--- src/rtl/mem_stage.sv ---
// MIPS32 memory stage: one load/store per instruction over a req/ack port, lane steering and load extension.
// Registered WB beat 1 cycle after accept (non-memory/exception) or 1 cycle after ack; in_ready low while an access is outstanding.
module mem_stage (
   input  logic        clk,
   input  logic        rst_n,
   input  logic        in_valid,
   output logic        in_ready,
   input  logic [3:0]  memop,
   input  logic [31:0] result,
   input  logic [31:0] store_data,
   input  logic        wreg_en,
   input  logic [4:0]  wreg_addr,
   output logic        dmem_req,
   output logic        dmem_we,
   output logic [3:0]  dmem_be,
   output logic [31:0] dmem_addr,
   output logic [31:0] dmem_wdata,
   input  logic        dmem_ack,
   input  logic [31:0] dmem_rdata,
   output logic        out_valid,
   output logic        out_wreg_en,
   output logic [4:0]  out_wreg_addr,
   output logic [31:0] out_wdata,
   output logic        out_adel,
   output logic        out_ades,
   output logic [31:0] out_badvaddr
);

   localparam logic [3:0] OP_LB  = 4'd1;
   localparam logic [3:0] OP_LBU = 4'd2;
   localparam logic [3:0] OP_LH  = 4'd3;
   localparam logic [3:0] OP_LHU = 4'd4;
   localparam logic [3:0] OP_LW  = 4'd5;
   localparam logic [3:0] OP_SB  = 4'd6;
   localparam logic [3:0] OP_SH  = 4'd7;
   localparam logic [3:0] OP_SW  = 4'd8;

   typedef enum logic {IDLE, ACCESS} state_t;

   typedef struct packed {
      logic [3:0] op;
      logic [1:0] off;
      logic       wreg_en;
      logic [4:0] wreg_addr;
   } acc_t;

   state_t      state, state_d;
   acc_t        acc;
   logic        accept, is_load, is_store, misal, acc_store;
   logic [3:0]  be_d;
   logic [31:0] wdata_d, ld_val;
   logic [7:0]  byte_sel;
   logic [15:0] half_sel;

   assign in_ready = (state == IDLE);
   assign accept   = in_valid && in_ready;

   always_comb begin
      is_load  = 1'b0;
      is_store = 1'b0;
      misal    = 1'b0;
      be_d     = 4'b1111;
      wdata_d  = store_data;
      case (memop)
         OP_LB, OP_LBU: is_load = 1'b1;
         OP_LH, OP_LHU: begin
            is_load = 1'b1;
            misal   = result[0];
         end
         OP_LW: begin
            is_load = 1'b1;
            misal   = |result[1:0];
         end
         OP_SB: begin
            is_store = 1'b1;
            be_d     = 4'b0001 << result[1:0];
            wdata_d  = {4{store_data[7:0]}};
         end
         OP_SH: begin
            is_store = 1'b1;
            misal    = result[0];
            be_d     = result[1] ? 4'b1100 : 4'b0011;
            wdata_d  = {2{store_data[15:0]}};
         end
         OP_SW: begin
            is_store = 1'b1;
            misal    = |result[1:0];
         end
         default: ;
      endcase
   end

   // Load lane select uses the byte offset latched at accept, not the (aligned) bus address.
   always_comb begin
      byte_sel  = dmem_rdata[{acc.off, 3'b000} +: 8];
      half_sel  = acc.off[1] ? dmem_rdata[31:16] : dmem_rdata[15:0];
      acc_store = (acc.op == OP_SB) || (acc.op == OP_SH) || (acc.op == OP_SW);
      case (acc.op)
         OP_LB:   ld_val = {{24{byte_sel[7]}}, byte_sel};
         OP_LBU:  ld_val = {24'd0, byte_sel};
         OP_LH:   ld_val = {{16{half_sel[15]}}, half_sel};
         OP_LHU:  ld_val = {16'd0, half_sel};
         default: ld_val = dmem_rdata;
      endcase
   end

   always_comb begin
      state_d = state;
      case (state)
         IDLE:    if (accept && (is_load || is_store) && !misal) state_d = ACCESS;
         ACCESS:  if (dmem_ack) state_d = IDLE;
         default: state_d = IDLE;
      endcase
   end

   always_ff @(posedge clk) begin
      if (!rst_n) state <= IDLE;
      else        state <= state_d;
   end

   always_ff @(posedge clk) begin
      if (!rst_n) begin
         acc           <= '0;
         dmem_req      <= 1'b0;
         dmem_we       <= 1'b0;
         dmem_be       <= 4'b0000;
         dmem_addr     <= 32'd0;
         dmem_wdata    <= 32'd0;
         out_valid     <= 1'b0;
         out_wreg_en   <= 1'b0;
         out_wreg_addr <= 5'd0;
         out_wdata     <= 32'd0;
         out_adel      <= 1'b0;
         out_ades      <= 1'b0;
         out_badvaddr  <= 32'd0;
      end else begin
         out_valid <= 1'b0;
         if (state == IDLE && accept) begin
            if (!(is_load || is_store)) begin
               out_valid     <= 1'b1;
               out_wreg_en   <= wreg_en;
               out_wreg_addr <= wreg_addr;
               out_wdata     <= result;
               out_adel      <= 1'b0;
               out_ades      <= 1'b0;
            end else if (misal) begin
               out_valid     <= 1'b1;
               out_wreg_en   <= 1'b0;
               out_wreg_addr <= wreg_addr;
               out_adel      <= is_load;
               out_ades      <= is_store;
               out_badvaddr  <= result;
            end else begin
               acc        <= '{op: memop, off: result[1:0], wreg_en: wreg_en, wreg_addr: wreg_addr};
               dmem_req   <= 1'b1;
               dmem_we    <= is_store;
               dmem_be    <= be_d;
               dmem_addr  <= {result[31:2], 2'b00};
               dmem_wdata <= wdata_d;
            end
         end else if (state == ACCESS && dmem_ack) begin
            dmem_req      <= 1'b0;
            dmem_we       <= 1'b0;
            out_valid     <= 1'b1;
            out_wreg_en   <= acc_store ? 1'b0 : acc.wreg_en;
            out_wreg_addr <= acc.wreg_addr;
            out_wdata     <= acc_store ? 32'd0 : ld_val;
            out_adel      <= 1'b0;
            out_ades      <= 1'b0;
         end
      end
   end

endmodule

--- config.mk ---
export PLATFORM = sky130hd
export DESIGN_NAME = mem_stage
export DESIGN_NICKNAME = d
export VERILOG_FILES = /design/src/rtl/mem_stage.sv
export SDC_FILE = /design/constraint.sdc
export NUM_CORES = 1
export LEC_CHECK = 0
export BUFFER_PORTS_ARGS = -buffer_cell sky130_fd_sc_hd__buf_4
export CAP_MARGIN = 20
export CORE_AREA = 2 2 159 161
export CTS_CLUSTER_SIZE = 25
export DETAILED_ROUTE_END_ITERATION = 7
export DIE_AREA = 0 0 161 163
export PLACE_DENSITY = 0.56
export SLEW_MARGIN = 20
export SYNTH_ARGS = -nofsm -noshare
export SYNTH_HDL_FRONTEND = slang
export SYNTH_SLANG_ARGS = --single-unit
--- constraint.sdc ---
create_clock -name clk -period 3.8 [get_ports clk]
set_input_delay 0.38 -clock clk [delete_from_list [all_inputs] [get_ports clk]]
set_output_delay 0.38 -clock clk [all_outputs]
set_load 0.005 [all_outputs]
==> impl_results.md <==
- Status: complete, no violations
- Top Family by Delay on Critical Path: simple AND/OR/NAND/NOR gates
- Drt via density: approximately 4.9
- Kind of critical path: flip-flop to flip-flop
- Die H: 163 um
- CP Max Fanout: 39
- DRC: 0
- Nets: between 1000 and 1500
- Initial Util: 0.2947
- Cell Pwr Density: 447.9 mW/mm2
- Slew margin rel.: 0.3289
- Die Span X: around 160 um
- Post-synth EDFFs: 0
- Total setup buffers inserted after CTS: 0
- Core box area: 0.02467 mm2
- H-tree levels: 4
- Post-route cell area: around 0.010 mm2
- Initial DRC Count: between 400 and 500
- HP Class: input port to flip-flop
- CP Cell Sequence: nand2b_1, nor3_4, buf_4, and3_2, a311oi_1
- CP Buf/Inv Count: 1
- Tmin final: ~2500 ps
- # diodes: 0
- IO Port Bufs: roughly 250
- CTS Hold Bufs: 0
- Yosys warning total: 0
- Total iterations of the first detailed-routing run: 4
- GRT overflow: 0
- Share of post-route cells with drive strength above 1: 0.2992
- DR WL/cell: between 15 and 20 um
- CTS tree: built
- Cell Rows: 58
- Hold Violations, Final: 0
- Main synth FF type: dfxtp_1
- RePlAce Congestion: 0.7989
- Cell variety after synth: 60
- Initial antenna violation count: 0
- Period utilisation layout: 0.6627
- Crit start category: flip-flop
- Pwr Total: 0.004465 W
- Total stage count of the critical path: 5
- RSZ-0062 raised after global routing: no
- Max Slew Vio Count: 0
- Routed Antenna Nets: 0
- Clk buf depth: 2
- Final setup skew: approximately 8.6 ps
- M2 GR Usage: 0.2965
- Grt peak-use layer: met2
- Final Util: 0.4040
- I/O pins: approximately 250
- TritonCTS buffer count: 17
- Worst EP arrival: 2760 ps
- Clock sink count: around 150
- Worst-path clk slew: about 70 ps
- Crit-path max cell delay: around 910 ps
- Vias: between 6000 and 7000
- Critical Path End Type: flip-flop
- Largest net degree at the start of global routing: 100
- Worst slew pin tran: 1004 ps
- CP max stage cell: and3_2
- Final setup fails: 0
- Post-CTS Resized: 0
- Grt met3 use: 0.05984
- Max VDD drop: 0.2501 mV
- Placed Area: between 0.009 and 0.01 mm2
- Total negative slack: 0 ps
- First-pass GRT wire length: 37.54 mm
- Post-synthesis cell count: between 800 and 900
- Peak Freq: ~400 MHz
- Vias in the first global route: 6503
- Die area: 0.02624 mm2
- Drt total wl: approximately 25 mm
- Met1 GRT Util: 0.2393
- Clock Latency Late Sink: ~420 ps
- Sequential-to-total area share from yosys stat: 0.4240
- MaxCap Viol Count: 0
- Syn Area/Cell: between 8 and 9 um2
- Pleak: 4.527 nW
- All-Layer GR Usage: 0.1830
- CP required: about 4000 ps
- CTS Root Cell: clkbuf_16
- HPWL after DPL: ~18 mm
- Mapped Area: just over 0.007 mm2
- Hold Slack: between 200 and 250 ps
- Number of synthesized register bits: between 150 and 200
- Reg2reg path depth: 5
- Async set-reset flop share out of synthesis: 0
- WHS Path Cells: 3
- Area grow syn2layout: 37.08%
## worst paths after layout
kind                                 startpoint                             to  slack (ps)
setup / recovery               state$_SDFF_PN0_    dmem_wdata[13]$_SDFFE_PN0P_        1280
hold reg to reg   out_wreg_addr[4]$_SDFFE_PN0P_  out_wreg_addr[4]$_SDFFE_PN0P_         460
hold / removal                     wreg_addr[4]            acc[4]$_SDFFE_PN0P_         220
setup reg to reg               state$_SDFF_PN0_    dmem_wdata[13]$_SDFFE_PN0P_        1280
## sequential cells by signal, summed over array words and instances, names as in the netlist, 4 cells and up
| name | cells |
|---|---|
| out_wreg_addr | 5 |
| acc | 12 |
| out_wdata | 32 |
| dmem_wdata | 32 |
| dmem_be | 4 |
| out_badvaddr | 32 |
| dmem_addr | 30 |
## worst reg2reg max path, cell delays in order (launching register included)
cell and delay [ps]:
dfxtp_1 350, nand2b_1 310, nor3_4 240, buf_4 310
and3_2 910, a311oi_1 220
## per-stage QoR
stage	setup WS, ps	instances
finish	1282	1393
global route	1081	1393
CTS	1274	1393
detailed placement	988.2	1361
global placement	1008	1361
floorplan	1786	849
## metal layers
metal	vias up	wire [um]
met5	-	0
met3	11	1961
met4	0	183
met2	230	11400
li1	3416	-
met1	3211	11130
## cell usage after synthesis, types with 2 or more instances
cell / instances / area share
nand2_1: 198 / 0.10
dfxtp_1: 154 / 0.42
mux2i_1: 111 / 0.15
a31oi_1: 53 / 0.046
clkbuf_1: 52 / 0.027
nor2_1: 46 / 0.024
o21ai_0: 31 / 0.021
inv_1: 24 / 0.012
a311oi_1: 18 / 0.022
buf_2: 16 / 0.011
o22ai_1: 16 / 0.014
o211ai_1: 15 / 0.015
o221ai_1: 14 / 0.017
a21oi_1: 10 / 0.0069
nand3_1: 7 / 0.0048
a22oi_1: 6 / 0.0062
buf_4: 6 / 0.0062
mux2_2: 6 / 0.0093
nand2b_1: 5 / 0.0043
a221oi_1: 3 / 0.0036
and3_1: 3 / 0.0026
buf_6: 3 / 0.0046
nand4_1: 3 / 0.0026
a211oi_1: 2 / 0.0021
a211oi_2: 2 / 0.0034
buf_1: 2 / 0.0010
nand3b_1: 2 / 0.0021
nor2b_1: 2 / 0.0017
nor3_1: 2 / 0.0014
o31a_1: 2 / 0.0024
o32ai_1: 2 / 0.0024
or2_2: 2 / 0.0017
or3_1: 2 / 0.0017
xor2_1: 2 / 0.0024
## kinds of logic (layout without fill, tap and decap cells)
family,after synthesis,in the layout,share of synthesized area
other cells,1,2,0.0005157
simple gates,282,282,0.1662
buf+inv,105,319,0.06487
flops,154,154,0.4240
xor+xnor,2,2,0.002409
compound gates,186,186,0.1769
mux,118,118,0.1652
## layout make-up
type                    count  area [um2]
flip-flops and latches    154        3083
clock inverters            12       211.5
well taps                 330       412.9
inverters                  24       90.09
multi-input cells         590        3737
repair buffers            263        1987
clock buffers              20       446.7
fillers                  2540       14710
## placed cells by master (no fill, tap or decap), types with 3 or more instances in the layout
| cell | instances |
|---|---|
| buf_4 | 262 |
| nand2_1 | 198 |
| dfxtp_1 | 154 |
| mux2i_1 | 111 |
| a31oi_1 | 53 |
| nor2_1 | 45 |
| o21ai_0 | 31 |
| inv_1 | 23 |
| a311oi_1 | 18 |
| clkbuf_16 | 17 |
| o22ai_1 | 16 |
| o211ai_1 | 15 |
| o221ai_1 | 14 |
| a21oi_1 | 10 |
| nand3_1 | 6 |
| a22oi_1 | 6 |
| mux2_2 | 6 |
| nand2b_1 | 5 |
| bufinv_16 | 5 |
| nand4_1 | 3 |
| a221oi_1 | 3 |
| inv_6 | 3 |
## power by group
part	leakage, nW	internal, W	switching, W	total, W
clock	0.314	0.00120	0.000724	0.00192
combinational	2.96	0.000360	0.000403	0.000763
sequential	1.26	0.00172	0.0000617	0.00178
total	4.53	0.00328	0.00119	0.00447
Note: power is estimated with default switching activity, not from simulation.
